<file path="config.mk">
export PLATFORM = sky130hd
export DESIGN_NAME = fir_axi_responder
export DESIGN_NICKNAME = d
export VERILOG_FILES = /design/src/rtl/fir_axi_pkg.sv /design/src/rtl/axis_skid1.sv /design/src/rtl/fir_axi_responder.sv
export SDC_FILE = /design/constraint.sdc
export NUM_CORES = 2
export LEC_CHECK = 0
export CORE_MARGIN = 1.5
export CORE_UTILIZATION = 35
export DETAILED_ROUTE_END_ITERATION = 10
export MAX_ROUTING_LAYER = met4
export SLEW_MARGIN = 0
export SYNTH_ARGS = -nofsm -noshare
export SYNTH_HDL_FRONTEND = slang
export SYNTH_HIERARCHICAL = 1
export SYNTH_SLANG_ARGS = --single-unit
</file>
<file path="constraint.sdc">
create_clock -name axis_clk -period 4.7 [get_ports axis_clk]
set_input_delay 0.94 -clock axis_clk [delete_from_list [all_inputs] [get_ports axis_clk]]
set_output_delay 0.94 -clock axis_clk [all_outputs]
set_load 0.01 [all_outputs]
</file>
<file path="src/rtl/fir_axi_pkg.sv">
// Shared definitions for the FIR-side AXI responder.
// Contents:
//   - Register offsets within the 8-bit decode window.
//   - ap_ctrl bit positions.
//   - Run-control state enum.
//   - Stream beat payload.
//   - Byte-strobe merge helper.
package fir_axi_pkg;

    localparam int unsigned DATA_W = 32;
    localparam int unsigned STRB_W = DATA_W / 8;

    localparam logic [7:0] OFS_AP_CTRL  = 8'h00;
    localparam logic [7:0] OFS_DATA_LEN = 8'h10;
    localparam logic [7:0] OFS_NUM_TAPS = 8'h14;
    localparam logic [7:0] OFS_TAP_BASE = 8'h80;

    localparam int unsigned AP_START_BIT   = 0;
    localparam int unsigned AP_DONE_BIT    = 1;
    localparam int unsigned AP_IDLE_BIT    = 2;
    localparam int unsigned AP_X_READY_BIT = 4;
    localparam int unsigned AP_Y_READY_BIT = 5;

    typedef enum logic [1:0] {
        IDLE = 2'd0,
        RUN  = 2'd1,
        DONE = 2'd2
    } ap_state_e;

    typedef struct packed {
        logic              last;
        logic [DATA_W-1:0] data;
    } axis_beat_t;

    // Merge wdata into an existing register value byte by byte.
    function automatic logic [DATA_W-1:0] apply_wstrb(input logic [DATA_W-1:0] old_val,
                                                      input logic [DATA_W-1:0] new_val,
                                                      input logic [STRB_W-1:0] strb);
        logic [DATA_W-1:0] res;
        res = old_val;
        for (int i = 0; i < int'(STRB_W); i++) begin
            if (strb[i]) begin
                res[8*i +: 8] = new_val[8*i +: 8];
            end
        end
        return res;
    endfunction

endpackage

</file>
<file path="src/rtl/axis_skid1.sv">
// One-entry valid/ready buffer for a 32-bit data + last beat.
// Adds one cycle of latency and sustains a beat per cycle: a new beat is
// taken whenever the slot is empty or is being drained in the same cycle.
// Ports:
//   clk, rst_n           clock, async active-low reset
//   flush                synchronous empty of the slot
//   s_valid/s_beat       upstream beat (caller gates s_valid with its own
//                        readiness conditions)
//   s_ready_c            slot can take a beat this cycle
//   m_valid/m_beat       buffered beat
//   m_ready              downstream accepts the buffered beat
module axis_skid1
    import fir_axi_pkg::*;
(
    input  logic       clk,
    input  logic       rst_n,
    input  logic       flush,
    input  logic       s_valid,
    input  axis_beat_t s_beat,
    output logic       s_ready_c,
    output logic       m_valid,
    output axis_beat_t m_beat,
    input  logic       m_ready
);

    assign s_ready_c = !m_valid || m_ready;

    // Slot occupancy and payload.
    always_ff @(posedge clk or negedge rst_n) begin
        if (!rst_n) begin
            m_valid <= 1'b0;
            m_beat  <= '0;
        end else if (flush) begin
            m_valid <= 1'b0;
        end else if (s_valid && s_ready_c) begin
            m_valid <= 1'b1;
            m_beat  <= s_beat;
        end else if (m_ready) begin
            m_valid <= 1'b0;
        end
    end

endmodule

</file>
<file path="src/rtl/fir_axi_responder.sv">
// FIR-side endpoint of the Wishbone-to-AXI bridge: AXI-Lite register and tap
// space, X/Y stream buffering between bridge and FIR core, and the
// ap_start/ap_done/ap_idle run control with per-run sample counters.
// Ports:
//   axis_clk, axis_rst_n        clock, async active-low reset
//   aw*/w*/b*                   AXI-Lite write (no bresp)
//   ar*/r*                      AXI-Lite read (no rresp)
//   ss_*                        X stream from bridge (tlast ignored)
//   sm_*                        Y stream to bridge
//   core_x_*, core_y_*          X to / Y from the FIR core
//   core_start                  one-cycle pulse when a run starts
//   data_length, num_taps       register values
//   tap_raddr/tap_rdata         combinational core read port into taps
module fir_axi_responder
    import fir_axi_pkg::*;
#(
    parameter int unsigned NUM_TAPS_MAX = 32
) (
    input  logic        axis_clk,
    input  logic        axis_rst_n,

    input  logic        awvalid,
    output logic        awready,
    input  logic [31:0] awaddr,
    input  logic        wvalid,
    output logic        wready,
    input  logic [31:0] wdata,
    input  logic [3:0]  wstrb,
    output logic        bvalid,
    input  logic        bready,
    input  logic        arvalid,
    output logic        arready,
    input  logic [31:0] araddr,
    output logic        rvalid,
    input  logic        rready,
    output logic [31:0] rdata,

    input  logic        ss_tvalid,
    output logic        ss_tready,
    input  logic [31:0] ss_tdata,
    input  logic        ss_tlast,
    output logic        sm_tvalid,
    input  logic        sm_tready,
    output logic [31:0] sm_tdata,
    output logic        sm_tlast,

    output logic        core_x_valid,
    input  logic        core_x_ready,
    output logic [31:0] core_x_data,
    input  logic        core_y_valid,
    output logic        core_y_ready,
    input  logic [31:0] core_y_data,
    output logic        core_start,

    output logic [31:0] data_length,
    output logic [31:0] num_taps,
    input  logic [4:0]  tap_raddr,
    output logic [31:0] tap_rdata
);

    localparam int unsigned TAP_IDX_W = $clog2(NUM_TAPS_MAX);

    // Tap index falls inside the implemented tap file (depth is a power of two).
    function automatic logic tap_hit(input logic [4:0] idx);
        return (idx & ~5'(NUM_TAPS_MAX - 1)) == 5'd0;
    endfunction

    ap_state_e         state_q, state_d;
    logic              start_c;
    logic              run_c;

    logic [7:0]        aw_addr_q;
    logic [31:0]       w_data_q;
    logic [3:0]        w_strb_q;
    logic              commit_c;
    logic              wr_ok_c;
    logic              ap_wr_c;

    logic [31:0]       taps [NUM_TAPS_MAX];
    logic [31:0]       ap_ctrl_c;
    logic [31:0]       rd_data_c;

    logic [31:0]       x_cnt_q, y_cnt_q;
    logic              x_s_ready_c, y_s_ready_c;
    axis_beat_t        x_in_beat, x_out_beat;
    axis_beat_t        y_in_beat, y_out_beat;
    logic              sm_last_hs_c;

    logic              unused_c;
    assign unused_c = ^{ss_tlast, awaddr[31:8], araddr[31:8], x_out_beat.last};

    assign run_c = (state_q == RUN);

    // ---------------- AXI-Lite write channel ----------------
    // A write commits once both AW and W are held and no response is pending.
    assign commit_c = !awready && !wready && !bvalid;
    // Everything except the run-control FSM ignores writes during a run.
    assign wr_ok_c  = commit_c && !run_c;
    assign ap_wr_c  = commit_c && (aw_addr_q == OFS_AP_CTRL);

    // Independent AW/W capture; readiness returns after the B handshake.
    always_ff @(posedge axis_clk or negedge axis_rst_n) begin
        if (!axis_rst_n) begin
            awready   <= 1'b1;
            wready    <= 1'b1;
            bvalid    <= 1'b0;
            aw_addr_q <= '0;
            w_data_q  <= '0;
            w_strb_q  <= '0;
        end else begin
            if (awvalid && awready) begin
                awready   <= 1'b0;
                aw_addr_q <= awaddr[7:0];
            end
            if (wvalid && wready) begin
                wready   <= 1'b0;
                w_data_q <= wdata;
                w_strb_q <= wstrb;
            end
            if (commit_c) begin
                bvalid <= 1'b1;
            end
            if (bvalid && bready) begin
                bvalid  <= 1'b0;
                awready <= 1'b1;
                wready  <= 1'b1;
            end
        end
    end

    // Configuration registers and tap file.
    always_ff @(posedge axis_clk or negedge axis_rst_n) begin
        if (!axis_rst_n) begin
            data_length <= '0;
            num_taps    <= '0;
            for (int i = 0; i < int'(NUM_TAPS_MAX); i++) begin
                taps[i] <= '0;
            end
        end else if (wr_ok_c) begin
            if (aw_addr_q[7]) begin
                if (tap_hit(aw_addr_q[6:2])) begin
                    taps[aw_addr_q[2 +: TAP_IDX_W]] <=
                        apply_wstrb(taps[aw_addr_q[2 +: TAP_IDX_W]], w_data_q, w_strb_q);
                end
            end else if (aw_addr_q == OFS_DATA_LEN) begin
                data_length <= apply_wstrb(data_length, w_data_q, w_strb_q);
            end else if (aw_addr_q == OFS_NUM_TAPS) begin
                num_taps <= apply_wstrb(num_taps, w_data_q, w_strb_q);
            end
        end
    end

    // ---------------- AXI-Lite read channel ----------------
    assign arready = !rvalid;

    // Status word assembled from live state.
    always_comb begin
        ap_ctrl_c                 = '0;
        ap_ctrl_c[AP_START_BIT]   = run_c;
        ap_ctrl_c[AP_DONE_BIT]    = (state_q == DONE);
        ap_ctrl_c[AP_IDLE_BIT]    = !run_c;
        ap_ctrl_c[AP_X_READY_BIT] = ss_tready;
        ap_ctrl_c[AP_Y_READY_BIT] = sm_tvalid;
    end

    // Read decode; taps are masked as all-ones while the core owns them.
    always_comb begin
        rd_data_c = '0;
        if (araddr[7]) begin
            if (run_c) begin
                rd_data_c = '1;
            end else if (tap_hit(araddr[6:2])) begin
                rd_data_c = taps[araddr[2 +: TAP_IDX_W]];
            end
        end else begin
            case (araddr[7:0])
                OFS_AP_CTRL:  rd_data_c = ap_ctrl_c;
                OFS_DATA_LEN: rd_data_c = data_length;
                OFS_NUM_TAPS: rd_data_c = num_taps;
                default:      rd_data_c = '0;
            endcase
        end
    end

    // Registered read response.
    always_ff @(posedge axis_clk or negedge axis_rst_n) begin
        if (!axis_rst_n) begin
            rvalid <= 1'b0;
            rdata  <= '0;
        end else if (arvalid && arready) begin
            rvalid <= 1'b1;
            rdata  <= rd_data_c;
        end else if (rready) begin
            rvalid <= 1'b0;
        end
    end

    // Core-side combinational tap read.
    assign tap_rdata = tap_hit(tap_raddr) ? taps[tap_raddr[TAP_IDX_W-1:0]] : '0;

    // ---------------- Run-control FSM ----------------
    assign sm_last_hs_c = sm_tvalid && sm_tready && sm_tlast;

    always_ff @(posedge axis_clk or negedge axis_rst_n) begin
        if (!axis_rst_n) begin
            state_q <= IDLE;
        end else begin
            state_q <= state_d;
        end
    end

    // Start takes priority over the done-clear bit.
    always_comb begin
        state_d = state_q;
        start_c = 1'b0;
        case (state_q)
            IDLE, DONE: begin
                if (ap_wr_c && w_data_q[AP_START_BIT]) begin
                    state_d = RUN;
                    start_c = 1'b1;
                end else if ((state_q == DONE) && ap_wr_c && w_data_q[AP_DONE_BIT]) begin
                    state_d = IDLE;
                end
            end
            RUN: begin
                if ((data_length == 32'd0) || sm_last_hs_c) begin
                    state_d = DONE;
                end
            end
            default: state_d = IDLE;
        endcase
    end

    always_ff @(posedge axis_clk or negedge axis_rst_n) begin
        if (!axis_rst_n) begin
            core_start <= 1'b0;
        end else begin
            core_start <= start_c;
        end
    end

    // ---------------- Stream paths ----------------
    assign ss_tready    = run_c && (x_cnt_q < data_length) && x_s_ready_c;
    assign core_y_ready = run_c && y_s_ready_c;

    assign x_in_beat.data = ss_tdata;
    assign x_in_beat.last = 1'b0;
    // Tag the beat that completes the run so the bridge sees tlast.
    assign y_in_beat.data = core_y_data;
    assign y_in_beat.last = ((y_cnt_q + 32'd1) == data_length);

    // Sample counters, cleared at each start.
    always_ff @(posedge axis_clk or negedge axis_rst_n) begin
        if (!axis_rst_n) begin
            x_cnt_q <= '0;
            y_cnt_q <= '0;
        end else if (start_c) begin
            x_cnt_q <= '0;
            y_cnt_q <= '0;
        end else begin
            if (ss_tvalid && ss_tready) begin
                x_cnt_q <= x_cnt_q + 32'd1;
            end
            if (core_y_valid && core_y_ready) begin
                y_cnt_q <= y_cnt_q + 32'd1;
            end
        end
    end

    axis_skid1 u_x_buf (
        .clk       (axis_clk),
        .rst_n     (axis_rst_n),
        .flush     (start_c),
        .s_valid   (ss_tvalid && ss_tready),
        .s_beat    (x_in_beat),
        .s_ready_c (x_s_ready_c),
        .m_valid   (core_x_valid),
        .m_beat    (x_out_beat),
        .m_ready   (core_x_ready)
    );

    axis_skid1 u_y_buf (
        .clk       (axis_clk),
        .rst_n     (axis_rst_n),
        .flush     (start_c),
        .s_valid   (core_y_valid && core_y_ready),
        .s_beat    (y_in_beat),
        .s_ready_c (y_s_ready_c),
        .m_valid   (sm_tvalid),
        .m_beat    (y_out_beat),
        .m_ready   (sm_tready)
    );

    assign core_x_data = x_out_beat.data;
    assign sm_tdata    = y_out_beat.data;
    assign sm_tlast    = y_out_beat.last;

endmodule

</file>
==> results.txt <==
The total instance count after detailed placement came out at 8,888. With fillers left out, the area of the finished cells amounts to 86,100 sq um. The cell leakage power came out at 35.3 nW. The largest clock skew in the final design is 28.6 ps.

In the layout the commonest cells are 1,295 x sky130_fd_sc_hd__dfrtp_1, 1,125 x sky130_fd_sc_hd__nand2_1, 1,085 x sky130_fd_sc_hd__o21ai_0, 904 x sky130_fd_sc_hd__mux4_2, 323 x sky130_fd_sc_hd__clkdlybuf4s50_1. The vertical die dimension came out at 463 microns. The critical path data arrival time came out at 3600 ps.

The maximum level of the CTS H-tree came out at 4. The minimum clock period came out at 4540 ps. The number of standard-cell rows in the floorplan came out at 168.

Of the cells placed in the final design, the portion with a size suffix greater than 1 is 0.277. The library cell used most frequently in the layout, excluding fill and tap cells, is sky130_fd_sc_hd__dfrtp_1. The maximum VDD drop came out at 431 uV. The full die area is 214,000 sq um.

The number of global-route vias before repair came out at 54,600. Once the clock tree was built, the resizer swapped 2 gates to a different size. The number of buffers between clock root and the deepest sink came out at 3. STA classifies the critical path startpoint as a primary input. Each instance of the synthesized netlist takes up on average 12.1 sq um. The number of sinks driven by the clock tree came out at 1,302. Setup repair after global routing left no endpoint under its margin.

The setup fix buffers added after clock tree synthesis came out at 0. Once detailed placement completed, the half-perimeter wirelength came to 166,000 microns. The initial core utilization came out at 0.352. The count of vias placed by the detailed router is 55,700. The max-slew violation count is 0. The number of iterations in the first detailed-routing pass is 8. At the worst endpoint, the required time is 3760 ps. For the pin with the worst max-slew slack, the measured transition is 1310 ps. The largest net degree at the start of global routing came out at 141. The total of warnings raised by yosys came out at 6. The upper clock frequency limit came out at 220 MHz. The global-route usage over all layers is 0.250. The width of the die is 463 microns. In the finished design, the share of the clock period the worst path needs comes to 0.965.

By startpoint and endpoint, the worst setup path is classified as in -> out. The number of I/O pins is 384. The count of nets left with antenna violations once routing finished came out at 0. The number of hold violations in the final report came out at 0.

The class of the most critical hold timing path is in -> async. The area of the core is 210,000 sq um. The TritonCTS clock tree is yes.

The number of violations reported at the end of detailed-routing iteration 0 is 6,444. Clock tree synthesis selected as its root buffer the cell sky130_fd_sc_hd__clkbuf_16. The worst setup path is captured at an output port.

The final-stage net count is 6,440. The number of buffers inserted by port buffering came out at 334. The power per standard cell area came out at 549 nW/um^2. The post-route core utilization came out at 0.411. The setup slack of the most critical reg-to-reg path came out at 640 ps.

The final count of negative-setup-slack endpoints came out at 0. The max-capacitance violation count is 0. The mean routed wirelength per cell is 28.7 microns. The synthesized netlist occupies a cell area of 73,900 sq um.

The number of nets in the synthesized netlist is 6,330. The synthesis-to-finish area growth came out at 16.5%. The synthesized netlist cell count is 6,116. For the worst-skew pair, the clock arrives at the later sink with an insertion delay of 810 ps. The headroom to the max-slew limit is 0.127. The number of antenna violations at the first check in global routing was 11. The endpoint identified for the worst register-to-register timing path is taps[156]$_DFFE_PN0P_.

The number of buffers created by CTS is 141. The final cell count without fillers came out at 9,146. For this run the aggregate overflow at the end of global routing stands at 0. The clock transition time at the flip-flop clock pins of the worst setup and hold paths is 50 ps. The startpoint identified for the worst register-to-register timing path is aw_addr_q[2]$_DFFE_PN0P_. The number of hold-repair buffers added at the cts stage is 0.

The first global-routing pass estimated 386,000 microns of wire. The post-detailed-placement cell area is 81,200 sq um. The flow ran to the end, and the final reports show no timing, DRC or antenna violations.

The maximum fanout count along the critical path is 24. The number of cells on the worst reg-to-reg path is 7. The number of design rule violations left after detail routing came out at 0. After detailed routing, the total wire length is 263,000 microns.

The overall power came out at 0.0473 W. The sum of negative setup slack came out at 0 ps. The final weighted congestion in routability-driven placement came out at 0.925. The vias per cell is 6.09.
==> critical path, stage by stage <==
cell and delay (ps):
sky130_fd_sc_hd__buf_8 180, sky130_fd_sc_hd__buf_12 260, sky130_fd_sc_hd__buf_12 260, sky130_fd_sc_hd__mux4_2 540, sky130_fd_sc_hd__mux4_2 490, sky130_fd_sc_hd__mux2_2 330, sky130_fd_sc_hd__clkdlybuf4s50_1 510
==> through the flow <==
step / hold slack [ps] / setup slack (ps)
after floorplan: 471 / 574
after global placement: 484 / 159
after detailed placement: 493 / 180
after CTS: 203 / 38.6
after global routing: 190 / 64.7
final: 118 / 163
==> registers in the layout (all words and copies together) (netlist names) <==
signal / flops
rdata: 32
w_data_q: 32
u_x_buf/m_valid: 1
rvalid: 1
num_taps: 32
taps: 1024
core_start: 1
data_length: 32
w_strb_q: 4
awready: 1
x_cnt_q: 32
aw_addr_q: 8
y_cnt_q: 32
bvalid: 1
u_x_buf/m_beat: 32
wready: 1
u_y_buf/m_valid: 1
u_y_buf/m_beat: 33
state_q: 2
==> area by class of cell <==
type / count / area (sq um)
flip-flops and latches: 1302 / 32600
fillers: 19500 / 124000
multi-input cells: 4157 / 38900
clock buffers: 200 / 4250
diodes: 6 / 15.0
well taps: 2805 / 3510
inverters: 49 / 184
clock inverters: 52 / 643
repair buffers: 575 / 6060
==> worst max path at each step <==
stage / cells past startpoint / slack (ps) / to / startpoint
2_1_floorplan: 6 / 570 / tap_rdata[0] / tap_raddr[0]
3_3_place_gp: 7 / 160 / tap_rdata[27] / tap_raddr[0]
3_5_place_dp: 7 / 180 / tap_rdata[27] / tap_raddr[0]
4_1_cts: 9 / 40 / ss_tready / data_length[2]$_DFFE_PN0P_
5_1_grt: 9 / 60 / ss_tready / data_length[2]$_DFFE_PN0P_
6_report: 7 / 160 / tap_rdata[27] / tap_raddr[0]
==> power by group <==
part / internal, W / switching, W / total [W]
sequential: 0.0142 / 0.00377 / 0.0179
combinational: 0.00804 / 0.00939 / 0.0174
clock: 0.00702 / 0.00486 / 0.0119
total: 0.0292 / 0.0180 / 0.0473
==> metal layers <==
metal | routed length [microns] | up-vias | global-route usage
li1 | - | 23200 | -
met2 | 119000 | 3098 | 0.373
met3 | 28900 | 625 | 0.0665
met1 | 102000 | 28700 | 0.320
met5 | 0 | - | -
met4 | 12100 | 0 | 0.107
Power figures use the tool's default switching activity.
